## src/rtl/pll_mgr_pkg.sv

```systemverilog
// Shared types and sizing helpers for the PLL lock supervisor.
package pll_mgr_pkg;

    typedef enum logic [1:0] {
        ST_RESET     = 2'd0,
        ST_WAIT_LOCK = 2'd1,
        ST_LOCKED    = 2'd2,
        ST_FAIL      = 2'd3
    } pll_state_e;

    localparam int RETRY_W = 4;

    function automatic int max(input int a, input int b);
        return (a > b) ? a : b;
    endfunction

endpackage

```

## src/rtl/pll_lock_ch.sv

```systemverilog
// One supervised PLL: lock synchroniser, debounce/timeout counters and the
// reset/retry FSM. All outputs are registered.
module pll_lock_ch
    import pll_mgr_pkg::*;
#(
    parameter int RST_HOLD_CYC     = 250,
    parameter int LOCK_STABLE_CYC  = 1024,
    parameter int LOCK_TIMEOUT_CYC = 25000,
    parameter int MAX_RETRY        = 3
) (
    input  logic       clk,
    input  logic       rst_n,
    input  logic       pll_lock_i,
    input  logic       sw_restart_i,
    output logic       pll_rst_o,
    output logic       pll_ok_o,
    output logic       pll_fail_o,
    output logic       lost_lock_o,
    output pll_state_e state_o
);

    localparam int HOLD_W = max(1, $clog2(RST_HOLD_CYC + 1));
    localparam int CNT_W  = max(1, $clog2(LOCK_TIMEOUT_CYC + 1));

    localparam logic [HOLD_W-1:0]  HOLD_LAST   = HOLD_W'(RST_HOLD_CYC - 1);
    localparam logic [CNT_W-1:0]   STABLE_LAST = CNT_W'(LOCK_STABLE_CYC - 1);
    localparam logic [CNT_W-1:0]   TO_LAST     = CNT_W'(LOCK_TIMEOUT_CYC - 1);
    localparam logic [RETRY_W-1:0] RETRY_MAX   = RETRY_W'(MAX_RETRY);
    localparam logic [HOLD_W-1:0]  HOLD_SAT    = '1;
    localparam logic [CNT_W-1:0]   CNT_SAT     = '1;
    localparam logic [RETRY_W-1:0] RETRY_SAT   = '1;

    logic [1:0]         r_sync;
    logic               w_lock_s;
    pll_state_e         r_state;
    logic [HOLD_W-1:0]  r_hold_cnt;
    logic [CNT_W-1:0]   r_stable_cnt;
    logic [CNT_W-1:0]   r_to_cnt;
    logic [RETRY_W-1:0] r_retry_cnt;
    logic               r_pll_rst;
    logic               r_ok;
    logic               r_fail;
    logic               r_lost;

    always_ff @(posedge clk or negedge rst_n) begin
        if (!rst_n) begin
            r_sync <= 2'b00;
        end else begin
            r_sync <= {r_sync[0], pll_lock_i};
        end
    end

    assign w_lock_s = r_sync[1];

    // sw_restart_i is a one-cycle strobe; it overrides every state transition
    // and silently restarts the channel (no lost_lock pulse, budget refilled).
    always_ff @(posedge clk or negedge rst_n) begin
        if (!rst_n) begin
            r_state      <= ST_RESET;
            r_hold_cnt   <= '0;
            r_stable_cnt <= '0;
            r_to_cnt     <= '0;
            r_retry_cnt  <= '0;
            r_pll_rst    <= 1'b1;
            r_ok         <= 1'b0;
            r_fail       <= 1'b0;
            r_lost       <= 1'b0;
        end else begin
            r_lost <= 1'b0;
            if (sw_restart_i) begin
                r_state      <= ST_RESET;
                r_hold_cnt   <= '0;
                r_stable_cnt <= '0;
                r_to_cnt     <= '0;
                r_retry_cnt  <= '0;
                r_pll_rst    <= 1'b1;
                r_ok         <= 1'b0;
                r_fail       <= 1'b0;
            end else begin
                case (r_state)
                    ST_RESET: begin
                        if (r_hold_cnt == HOLD_LAST) begin
                            r_state      <= ST_WAIT_LOCK;
                            r_hold_cnt   <= '0;
                            r_stable_cnt <= '0;
                            r_to_cnt     <= '0;
                            r_pll_rst    <= 1'b0;
                        end else if (r_hold_cnt != HOLD_SAT) begin
                            r_hold_cnt <= r_hold_cnt + 1'b1;
                        end
                    end
                    ST_WAIT_LOCK: begin
                        if (w_lock_s && (r_stable_cnt == STABLE_LAST)) begin
                            r_state     <= ST_LOCKED;
                            r_retry_cnt <= '0;
                            r_ok        <= 1'b1;
                        end else if (r_to_cnt == TO_LAST) begin
                            r_pll_rst <= 1'b1;
                            if (r_retry_cnt == RETRY_MAX) begin
                                r_state <= ST_FAIL;
                                r_fail  <= 1'b1;
                            end else begin
                                r_state    <= ST_RESET;
                                r_hold_cnt <= '0;
                                if (r_retry_cnt != RETRY_SAT) begin
                                    r_retry_cnt <= r_retry_cnt + 1'b1;
                                end
                            end
                        end else begin
                            if (r_to_cnt != CNT_SAT) begin
                                r_to_cnt <= r_to_cnt + 1'b1;
                            end
                            if (!w_lock_s) begin
                                r_stable_cnt <= '0;
                            end else if (r_stable_cnt != CNT_SAT) begin
                                r_stable_cnt <= r_stable_cnt + 1'b1;
                            end
                        end
                    end
                    ST_LOCKED: begin
                        if (!w_lock_s) begin
                            r_state    <= ST_RESET;
                            r_hold_cnt <= '0;
                            r_pll_rst  <= 1'b1;
                            r_ok       <= 1'b0;
                            r_lost     <= 1'b1;
                        end
                    end
                    ST_FAIL: begin
                        r_pll_rst <= 1'b1;
                        r_fail    <= 1'b1;
                    end
                    default: begin
                        r_state   <= ST_RESET;
                        r_pll_rst <= 1'b1;
                    end
                endcase
            end
        end
    end

    assign pll_rst_o   = r_pll_rst;
    assign pll_ok_o    = r_ok;
    assign pll_fail_o  = r_fail;
    assign lost_lock_o = r_lost;
    assign state_o     = r_state;

endmodule

```

## src/rtl/pll_lock_mgr.sv

```systemverilog
// Lock supervisor for up to four PLLs on a shared reference clock; one
// independent channel per PLL plus a registered all-locked flag.
module pll_lock_mgr
    import pll_mgr_pkg::*;
#(
    parameter int NUM_PLL          = 2,
    parameter int RST_HOLD_CYC     = 250,
    parameter int LOCK_STABLE_CYC  = 1024,
    parameter int LOCK_TIMEOUT_CYC = 25000,
    parameter int MAX_RETRY        = 3
) (
    input  logic                   clk,
    input  logic                   rst_n,
    input  logic [NUM_PLL-1:0]     pll_lock_i,
    input  logic [NUM_PLL-1:0]     sw_restart_i,
    output logic [NUM_PLL-1:0]     pll_rst_o,
    output logic [NUM_PLL-1:0]     pll_ok_o,
    output logic [NUM_PLL-1:0]     pll_fail_o,
    output logic [NUM_PLL-1:0]     lost_lock_o,
    output logic                   all_ok_o,
    output logic [2*NUM_PLL-1:0]   dbg_state_o
);

    pll_state_e w_state [NUM_PLL];
    logic       r_all_ok;

    for (genvar g = 0; g < NUM_PLL; g++) begin : g_ch
        pll_lock_ch #(
            .RST_HOLD_CYC     (RST_HOLD_CYC),
            .LOCK_STABLE_CYC  (LOCK_STABLE_CYC),
            .LOCK_TIMEOUT_CYC (LOCK_TIMEOUT_CYC),
            .MAX_RETRY        (MAX_RETRY)
        ) u_ch (
            .clk          (clk),
            .rst_n        (rst_n),
            .pll_lock_i   (pll_lock_i[g]),
            .sw_restart_i (sw_restart_i[g]),
            .pll_rst_o    (pll_rst_o[g]),
            .pll_ok_o     (pll_ok_o[g]),
            .pll_fail_o   (pll_fail_o[g]),
            .lost_lock_o  (lost_lock_o[g]),
            .state_o      (w_state[g])
        );
        assign dbg_state_o[2*g +: 2] = w_state[g];
    end

    always_ff @(posedge clk or negedge rst_n) begin
        if (!rst_n) begin
            r_all_ok <= 1'b0;
        end else begin
            r_all_ok <= &pll_ok_o;
        end
    end

    assign all_ok_o = r_all_ok;

endmodule

```

## config.mk

```make
export PLATFORM = sky130hd
export DESIGN_NAME = pll_lock_mgr
export DESIGN_NICKNAME = d
export VERILOG_FILES = /design/src/rtl/pll_mgr_pkg.sv /design/src/rtl/pll_lock_ch.sv /design/src/rtl/pll_lock_mgr.sv
export SDC_FILE = /design/constraint.sdc
export NUM_CORES = 1
export LEC_CHECK = 0
export CELL_PAD_IN_SITES_DETAIL_PLACEMENT = 2
export CELL_PAD_IN_SITES_GLOBAL_PLACEMENT = 2
export CORE_ASPECT_RATIO = 1.2
export CORE_MARGIN = 4
export CORE_UTILIZATION = 35
export DETAILED_ROUTE_END_ITERATION = 8
export HOLD_SLACK_MARGIN = 0.05
export PLACE_DENSITY = 0.79
export SLEW_MARGIN = 30
export SYNTH_ARGS = -nofsm -noshare
export SYNTH_HDL_FRONTEND = slang
export SYNTH_HIERARCHICAL = 1
export SYNTH_SLANG_ARGS = --single-unit
```

## constraint.sdc

```tcl
create_clock -name clk -period 2.88 [get_ports clk]
set_input_delay 0.576 -clock clk [delete_from_list [all_inputs] [get_ports clk]]
set_output_delay 0.576 -clock clk [all_outputs]
set_load 0.02 [all_outputs]
```

==> impl_metrics.py, run 1 <==
metrics = {
    "synthesis": {
        "synth_fp_nets": 710,
        "synth_top_family_by_area": "simple AND/OR/NAND/NOR gates",
        "synth_common_cells": "dfrtp_1 (99), nor2_1 (54), nand3_1 (48)",
        "synthXorXnorAreaFrac_pct": 0.282,
        "synth-seq-area-share_pct": 40.7,
        "yosysMostFrequentCell": "dfrtp_1",
        "synth_fa_ha_area_share_pct": 4.03,
        "ys_ff_latch": 101,
        "ys_warn_count": 6,
        "synth_compound_area_share_pct": 24.4,
        "syn_area_per_cell_um2": 9.08,
        "synth-simple-area-share_pct": 25.7,
        "synth_cell_type_count": 70,
        "synthFlopType": "dfrtp_1",
        "syn_inst": 684,
        "synth-edff-count": 0,
        "netlist_area_um2": 6210,
        "async_flop_share_pct": 100,
        "synth_top_area_cell": "dfrtp_1",
        "synth.top_cell.area_share_pct": 39.9,
        "synth_mux_area_share_pct": 1.05,
        "synth.area.top_cells": "dfrtp_1 (40%), o31ai_1 (5.7%), ha_1 (4.0%)",
    },
    "power": {
        "powerDensity_nw_per_um2": 535,
        "totalPowerFinal_mw": 3.80,
        "total_leakage_power_nw": 3.07,
        "vdd_drop_max_uv": 301,
    },
    "worst_setup_path": {
        "r2r_end": "g_ch[1].u_ch/r_to_cnt[12]",
        "rrSetupSlack_ns": 0.14,
        "worstPathArrival_ns": 3.01,
        "rr_worst_depth": 5,
        "startpoint_type": "register",
        "criticalPathCategory": "reg -> reg",
        "critPathMaxFanout": 10,
        "required_ns": 3.15,
        "end_kind": "register",
        "startpoint": "g_ch[1].u_ch/r_stable_cnt[12]",
        "r2r_start": "g_ch[1].u_ch/r_stable_cnt[12]",
        "crit_end": "g_ch[1].u_ch/r_to_cnt[12]",
    },
    "finish": {
        "drive_gt1_share_pct": 12.3,
        "fill_cells": 1968,
        "multiInputGateArea_um2": 3460,
        "fin_nets": 743,
        "n_antenna_cell": 0,
        "final_area_um2": 7110,
        "area_delta_synth_final_pct": 14.5,
        "ff_latch_area_um2": 2530,
    },
    "floorplanning": {
        "ios": 19,
        "core_um2": 17500,
        "fp.dieArea_um2": 20000,
        "fp.dieH_um": 154,
        "dieWidth_um": 130,
        "rows": 53,
        "initial_utilization_pct": 35.5,
    },
    "grt": {
        "grt_pass1_wl_um": 34200,
        "grt_start_max_net_pins": 37,
        "antenna_found_initial": 0,
        "grtUsageTotal_pct": 21.0,
        "grt_overflow": 0,
        "grt_pass1_vias": 6601,
    },
    "place": {
        "dp_hpwl_um": 14500,
        "gp_congestion": 0.863,
        "portBuffers": 18,
        "place_area_um2": 6820,
    },
    "clocking": {
        "cts_tree": "yes",
        "cts_max_path_buffers": 2,
        "cts.sinks": 101,
        "clk_pin_slew_ns": 0.08,
        "clock_latency_ns": 0.36,
        "cts-root-buf": "clkbuf_16",
        "hold_buffers": 0,
        "cts_buffers": 9,
        "htreeDepth": 3,
    },
    "timing": {
        "totalNegativeSetupSlack_ns": 0,
        "slew_headroom_pct": 45.4,
        "fin_skew_ns": 0.00888,
        "hold_violations": 0,
        "setup_viol": 0,
        "min_period_ns": 2.74,
        "worst_pin_slew_ns": 0.811,
        "min_period_over_period_pct": 95.0,
        "fmax_mhz": 365,
        "slew_violations": 0,
        "rsz0062_at_grt": "no",
    },
    "route": {
        "highest_layer": "met4",
        "wl_met2_um": 10800,
        "vias": 5812,
        "drcViolationCount": 0,
        "routedWlPerCell_um": 21.4,
        "wl_met3_um": 368,
        "wl_met1_um": 8480,
        "first_pass_iters": 4,
        "drt_wl_total_um": 20200,
        "ant_nets": 0,
        "drtIter0Drc": 311,
        "via_per_inst": 6.17,
    },
    "worst_hold_path": {
        "min_path_type": "in -> async",
    },
    "outcome": {
        "status": "finished clean",
    },
    "run": {
        "cap_violations": 0,
    },
}
-- kinds of logic after synthesis --
group / count (synthesis)
xor+xnor: 2
simple gates: 289
mux: 6
flops: 101
compound gates: 211
buf+inv: 55
fa+ha+maj: 20
-- cell type report --
type / instances / area share, %
tap: 220 / 3.87
multi-input combinational: 528 / 48.7
sequential: 101 / 35.6
inverter: 19 / 1.00
timing repair buffer: 58 / 6.89
clock buffer: 10 / 3.36
clock inverter: 6 / 0.651
-- cells in the final DEF, fill, tap and decap left out, types with 7 or more instances in the layout --
master,instances
a211o_1,7
a21oi_1,18
a31oi_1,28
and2_1,7
and3_1,16
and4_1,8
buf_4,40
clkbuf_16,9
clkdlybuf4s50_1,17
dfrtp_1,99
ha_1,19
inv_1,19
nand2_1,35
nand2b_1,11
nand3_1,48
nand3b_1,7
nand4_1,17
nor2_1,54
nor2b_1,9
nor3_1,24
nor4_1,9
o21ai_0,39
o21ai_1,9
o22a_1,11
o31ai_1,46
o41ai_1,10
or3_1,8
or4_1,9
-- where the power goes --
part | internal (mW) | switching, mW | total [mW]
Sequential | 1.49 | 0.0950 | 1.58
Clock | 0.618 | 0.617 | 1.23
Combinational | 0.361 | 0.627 | 0.988
-- critical path, stage by stage, from the launching register on --
cell,delay [ns]
dfrtp_1,0.45
or4_1,0.57
or4_1,0.61
a21oi_2,0.50
nor2_1,0.26
a31oi_1,0.26
-- timing repair --
item,in CTS,in global routing
endpoints found under the setup margin,0,3
buffers inserted,0,0
resized for setup,0,3
-- per-layer routing --
metal | GRT usage, % | vias up
li1 | - | 2704
met1 | 24.5 | 3002
met2 | 38.3 | 68
met3 | 2.36 | 38
met4 | 8.76 | 0
met5 | 0 | -
-- registers in the layout (all words and copies together), names as in the netlist --
signal,count
g_ch.u_ch/pll_ok_o,2
g_ch.u_ch/r_sync,4
g_ch.u_ch/pll_fail_o,2
g_ch.u_ch/lost_lock_o,2
g_ch.u_ch/r_retry_cnt,8
g_ch.u_ch/r_hold_cnt,16
g_ch.u_ch/r_to_cnt,30
g_ch.u_ch/r_stable_cnt,30
g_ch.u_ch/state_o,4
g_ch.u_ch/pll_rst_o,2
all_ok_o,1
-- worst min path at each step --
| stage | from | to | slack (ns) | cells after the start |
|---|---|---|---|---|
| final | rst_n | g_ch[0].u_ch/r_hold_cnt[4] | 0.15 | 1 |
| after global routing | rst_n | g_ch[0].u_ch/r_hold_cnt[5] | 0.19 | 1 |
| after CTS | rst_n | g_ch[0].u_ch/state_o[0] | 0.16 | 1 |
| after detailed placement | g_ch[0].u_ch/r_sync[0] | g_ch[0].u_ch/r_sync[1] | 0.35 | 0 |
| after global placement | g_ch[1].u_ch/r_sync[0] | g_ch[1].u_ch/r_sync[1] | 0.34 | 0 |
| after floorplan | rst_n | all_ok_o | 0.28 | 0 |
-- stage by stage --
| stage | instances | util [%] | worst slack [ns] | hold slack, ns |
|---|---|---|---|---|
| 2_1_floorplan | 684 | - | 0.282 | 0.280 |
| 3_3_place_gp | 926 | 38.9 | 0.194 | 0.337 |
| 3_5_place_dp | 926 | 38.9 | 0.0535 | 0.354 |
| 4_1_cts | 942 | 40.6 | 0.0335 | 0.160 |
| 5_1_grt | 942 | 40.6 | 0.00296 | 0.186 |
| 6_report | 942 | 40.6 | 0.143 | 0.147 |
No activity file was read; power rests on OpenSTA's default activity.
==> run 2: changes to the inputs <==
- PLACE_DENSITY: 0.79 -> 0.82
- clock period: 2.88 -> 3.3 ns (I/O delays scaled with it)
==> impl_metrics.py, run 2 (synthesized netlist as in run 1, its figures left out) <==
metrics = {
    "finish": {
        "n_antenna_cell": 0,
        "mostFrequentLayoutCells": "dfrtp_1 (99), nor2_1 (54), nand3_1 (48)",
        "reg.largest.list": "g_ch.u_ch/r_stable_cnt: 30 flops, g_ch.u_ch/r_to_cnt: 30 flops, g_ch.u_ch/r_hold_cnt: 16 flops",
        "drive_gt1_share_pct": 8.57,
        "final_area_um2": 6910,
        "mostFrequentLayoutCell": "dfrtp_1",
        "fin_nets": 721,
        "area_delta_synth_final_pct": 11.3,
    },
    "clocking": {
        "cts_tree": "yes",
        "cts_max_path_buffers": 2,
        "cts_resized": 0,
        "hold_buffers": 0,
        "cts.sinks": 101,
        "htreeDepth": 3,
        "cts_buffers": 9,
        "clk_pin_slew_ns": 0.07,
        "post_cts_buffers": 0,
        "cts-root-buf": "clkbuf_16",
        "clock_latency_ns": 0.35,
    },
    "power": {
        "power_frac_comb_pct": 25.4,
        "vdd_drop_max_uv": 222,
        "internal_power_mw": 2.09,
        "p_seq_share_pct": 43.2,
        "clockPowerShare_pct": 31.3,
        "p_sw_mw": 1.11,
        "total_leakage_power_nw": 2.94,
        "switching_share_pct": 34.6,
        "powerDensity_nw_per_um2": 463,
    },
    "worst_setup_path": {
        "worstPathArrival_ns": 3.12,
        "rrSetupSlack_ns": 0.42,
        "r2r_end": "g_ch[1].u_ch/r_hold_cnt[3]",
        "r2r_start": "g_ch[1].u_ch/r_to_cnt[11]",
        "crit_slowest_cell": "or4_4",
        "end_kind": "register",
        "required_ns": 3.54,
        "critPathMaxStageDelay_ns": 0.61,
        "critPathMaxFanout": 6,
        "startpoint_type": "register",
        "rr_worst_depth": 5,
        "criticalPathCategory": "reg -> reg",
        "crit_chain": "or4b_1 > or4_4 > o31a_1 > or3_1 > o31ai_1",
    },
    "grt": {
        "grt_start_max_net_pins": 102,
        "antenna_found_initial": 0,
        "grtUsageTotal_pct": 20.3,
        "grt_pass1_vias": 6494,
        "grt_overflow": 0,
        "grt_pass1_wl_um": 33300,
    },
    "route": {
        "drtIter0Drc": 281,
        "drt_wl_total_um": 19500,
        "ant_nets": 0,
        "first_pass_iters": 4,
        "via_per_inst": 6.24,
        "vias": 5744,
        "routedWlPerCell_um": 21.2,
        "drcViolationCount": 0,
    },
    "floorplanning": {
        "dieWidth_um": 130,
        "rows": 53,
        "ios": 19,
        "core_um2": 17500,
        "fp.dieArea_um2": 20000,
        "initial_utilization_pct": 35.5,
        "fp.dieH_um": 154,
    },
    "outcome": {
        "status": "finished clean",
    },
    "timing": {
        "min_period_ns": 2.88,
        "setup_viol": 0,
        "rsz0062_at_grt": "no",
        "fmax_mhz": 348,
        "min_period_over_period_pct": 87.2,
        "slew_violations": 0,
        "fin_skew_ns": 0.00799,
        "totalNegativeSetupSlack_ns": 0,
        "slew_headroom_pct": 43.5,
        "worst_pin_slew_ns": 0.839,
        "hold_violations": 0,
        "hold-worst-slack_ns": 0.331,
    },
    "worst_hold_path": {
        "min_path_type": "in -> async",
    },
    "place": {
        "gp_congestion": 0.872,
        "portBuffers": 18,
        "dp_hpwl_um": 13800,
        "place_area_um2": 6650,
    },
    "run": {
        "cap_violations": 0,
    },
}
run 2: cell count changes in the layout (fill, tap and decap cells not counted), sizes merged:
cell      previous run  this run
buf                 41        19
clkbuf              10        13
clkinv               2         0
clkinvlp             2         3
inv                 21        19
run 2: worst max path at each step:
stage,startpoint,endpoint,depth (start not counted)
5_1_grt,g_ch[1].u_ch/r_stable_cnt[12],g_ch[1].u_ch/r_stable_cnt[12],6
3_5_place_dp,sw_restart_i[0],g_ch[0].u_ch/r_retry_cnt[2],5
2_1_floorplan,g_ch[1].u_ch/r_to_cnt[11],g_ch[1].u_ch/r_hold_cnt[3],6
6_report,g_ch[1].u_ch/r_to_cnt[11],g_ch[1].u_ch/r_hold_cnt[3],5
4_1_cts,g_ch[1].u_ch/r_to_cnt[11],g_ch[1].u_ch/r_hold_cnt[3],5
3_3_place_gp,sw_restart_i[1],g_ch[1].u_ch/r_stable_cnt[9],6
run 2: per-stage QoR:
stage	util [%]	setup WS (ns)	instances	power, mW
after floorplan	-	0.702	684	1.92
after global placement	38.0	0.479	904	2.16
after detailed placement	38.0	0.383	904	2.22
after CTS	39.5	0.400	920	3.25
after global routing	39.5	0.275	920	3.39
final	39.5	0.424	920	3.20
run 2: power groups by stage:
stage / clock (mW) / sequential [mW] / combinational, mW
finish: 1.00 / 1.38 / 0.814
global route: 1.09 / 1.40 / 0.908
CTS: 1.04 / 1.38 / 0.822
detailed placement: 0 / 1.41 / 0.813
global placement: 0 / 1.39 / 0.760
floorplan: 0 / 1.40 / 0.524
run 2: critical path, delay by kind of cell (launching register included):
kind	cells	cell delay [ns]
flops	1	0.43
compound gates	2	0.64
simple gates	3	1.70
run 2: area by class of cell:
cell class	instances	area, um2
clock buffer	13	240
tap	220	275
timing repair buffer	36	325
fill	1961	10600
inverter	19	71.3
multi-input combinational	528	3450
clock inverter	3	22.5
sequential	101	2530
run 2: per-layer routing:
metal / routed length (um) / vias up / global-route usage (%)
met5: 0 / - / 0
met4: 393 / 0 / 6.63
met3: 333 / 29 / 2.33
met2: 10300 / 65 / 37.2
met1: 8420 / 2994 / 24.1
li1: - / 2656 / -
==> run 3: changes to the inputs <==
- MAX_ROUTING_LAYER: unset -> met4
==> impl_metrics.py, run 3 (synthesized netlist as in run 1, its figures left out) <==
metrics = {
    "timing": {
        "worst_pin_slew_ns": 0.835,
        "min_period_ns": 2.99,
        "setup_ws_ns": 0.312,
        "min_period_over_period_pct": 90.5,
        "fin_skew_ns": 0.0119,
        "slew_headroom_pct": 44.0,
        "slew_violations": 0,
        "hold_violations": 0,
        "totalNegativeSetupSlack_ns": 0,
        "fmax_mhz": 335,
        "rsz0062_at_grt": "no",
        "setup_viol": 0,
    },
    "worst_setup_path": {
        "end_kind": "register",
        "critPathMaxFanout": 11,
        "required_ns": 3.56,
        "critPathMaxStageDelay_ns": 0.61,
        "criticalPathCategory": "reg -> reg",
        "worstPathArrival_ns": 3.25,
        "startpoint_type": "register",
        "crit_slowest_cell": "or4_4",
        "crit_chain": "or4b_1 > or4_4 > o31a_1 > or3_1 > o31ai_1",
    },
    "finish": {
        "fin_cells": 922,
        "mostFrequentLayoutCell": "dfrtp_1",
        "post-route-util_pct": 40.0,
        "drive_gt1_share_pct": 9.12,
        "fill_cells": 1929,
        "area_delta_synth_final_pct": 12.8,
        "fin_nets": 723,
        "reg.largest.list": "g_ch.u_ch/r_stable_cnt: 30 flops, g_ch.u_ch/r_to_cnt: 30 flops, g_ch.u_ch/r_hold_cnt: 16 flops",
        "mostFrequentLayoutCells": "dfrtp_1 (99), nor2_1 (54), nand3_1 (48)",
        "n_antenna_cell": 0,
    },
    "floorplanning": {
        "rows": 53,
        "ios": 19,
        "core_um2": 17500,
        "dieWidth_um": 130,
        "initial_utilization_pct": 35.5,
        "fp.dieArea_um2": 20000,
        "fp.dieH_um": 154,
    },
    "power": {
        "internal_power_mw": 2.35,
        "p_sw_mw": 1.11,
        "powerDensity_nw_per_um2": 495,
        "vdd_drop_max_uv": 259,
        "total_leakage_power_nw": 3.00,
        "clockPowerShare_pct": 36.1,
        "totalPowerFinal_mw": 3.47,
        "p_seq_share_pct": 39.8,
        "switching_share_pct": 32.1,
        "power_frac_comb_pct": 24.1,
    },
    "grt": {
        "antenna_found_initial": 0,
        "grt_pass1_vias": 6311,
        "grt_start_max_net_pins": 56,
        "grtUsageTotal_pct": 20.8,
        "grt_pass1_wl_um": 32900,
        "grt_overflow": 0,
    },
    "clocking": {
        "cts-root-buf": "clkbuf_16",
        "cts_resized": 0,
        "htreeDepth": 3,
        "cts.sinks": 101,
        "cts_buffers": 9,
        "hold_buffers": 0,
        "cts_tree": "yes",
        "clock_latency_ns": 0.36,
        "cts_max_path_buffers": 2,
        "post_cts_buffers": 0,
        "clk_pin_slew_ns": 0.07,
    },
    "run": {
        "cap_violations": 0,
    },
    "route": {
        "first_pass_iters": 4,
        "via_per_inst": 6.17,
        "wl_met2_um": 10400,
        "drtIter0Drc": 320,
        "drt_wl_total_um": 19500,
        "ant_nets": 0,
        "drcViolationCount": 0,
        "wl_met3_um": 374,
        "highest_layer": "met4",
        "vias": 5690,
        "routedWlPerCell_um": 21.2,
        "wl_met1_um": 8440,
    },
    "place": {
        "portBuffers": 18,
        "dp_hpwl_um": 14000,
        "dp_cells": 906,
        "gp_congestion": 0.908,
        "pre_cts_slack_ns": 0.274,
    },
    "worst_hold_path": {
        "min_path_type": "reg -> reg",
    },
    "outcome": {
        "status": "finished clean",
    },
}
## run 3: cell types whose count changed in the layout (fill, tap and decap cells not counted)
cell        previous run  this run
clkinvlp_4             3         0
buf_4                 18        20
clkbuf_1               4         2
clkbuf_8               0         1
bufinv_16              0         3
clkinv_2               0         1
## run 3: worst max-delay path: cells and delay by family, from the launching register on
kind             cells  cell delay, ns
AO/OA/AOI/OAI        2            0.73
flip-flops           1            0.44
AND/OR/NAND/NOR      3            1.72
## run 3: final timing paths
| check | startpoint | end | slack [ns] | cells past startpoint |
|---|---|---|---|---|
| hold reg to reg | g_ch[1].u_ch/r_sync[0] | g_ch[1].u_ch/r_sync[1] | 0.35 | 0 |
| setup reg to reg | g_ch[1].u_ch/r_to_cnt[11] | g_ch[1].u_ch/r_hold_cnt[5] | 0.31 | 5 |
| min in group asynchronous | rst_n | g_ch[0].u_ch/state_o[1] | 0.39 | 1 |
| hold / removal | g_ch[1].u_ch/r_sync[0] | g_ch[1].u_ch/r_sync[1] | 0.35 | 0 |
| setup / recovery | g_ch[1].u_ch/r_to_cnt[11] | g_ch[1].u_ch/r_hold_cnt[5] | 0.31 | 5 |
| max in group asynchronous | rst_n | g_ch[1].u_ch/r_to_cnt[14] | 2.17 | 2 |
## run 3: per-layer routing
metal  vias up  track usage, %
met3        24            2.26
li1       2662               -
met4         0            7.48
met1      2943            24.2
met2        61            36.6
met5         -               -
## run 3: power groups by stage
stage | registers (mW) | logic (mW) | clock network (mW)
2_1_floorplan | 1.40 | 0.524 | 0
3_3_place_gp | 1.40 | 0.772 | 0
3_5_place_dp | 1.40 | 0.829 | 0
4_1_cts | 1.38 | 0.839 | 1.30
5_1_grt | 1.40 | 0.929 | 1.35
6_report | 1.38 | 0.834 | 1.25
## run 3: area by class of cell
| cell class | instances | area [um2] | area share, % |
|---|---|---|---|
| clock inverters | 4 | 95.1 | 1.36 |
| flip-flops and latches | 101 | 2530 | 36.1 |
| repair buffers | 38 | 340 | 4.86 |
| multi-input cells | 528 | 3450 | 49.2 |
| inverters | 19 | 71.3 | 1.02 |
| clock buffers | 12 | 246 | 3.52 |
| well taps | 220 | 275 | 3.93 |
## run 3: per-stage QoR
| step | hold WS [ns] | cell area (um2) |
|---|---|---|
| floorplan | 0.331 | 6210 |
| global placement | 0.335 | 6670 |
| detailed placement | 0.337 | 6670 |
| CTS | 0.354 | 7010 |
| global route | 0.364 | 7010 |
| finish | 0.352 | 7010 |
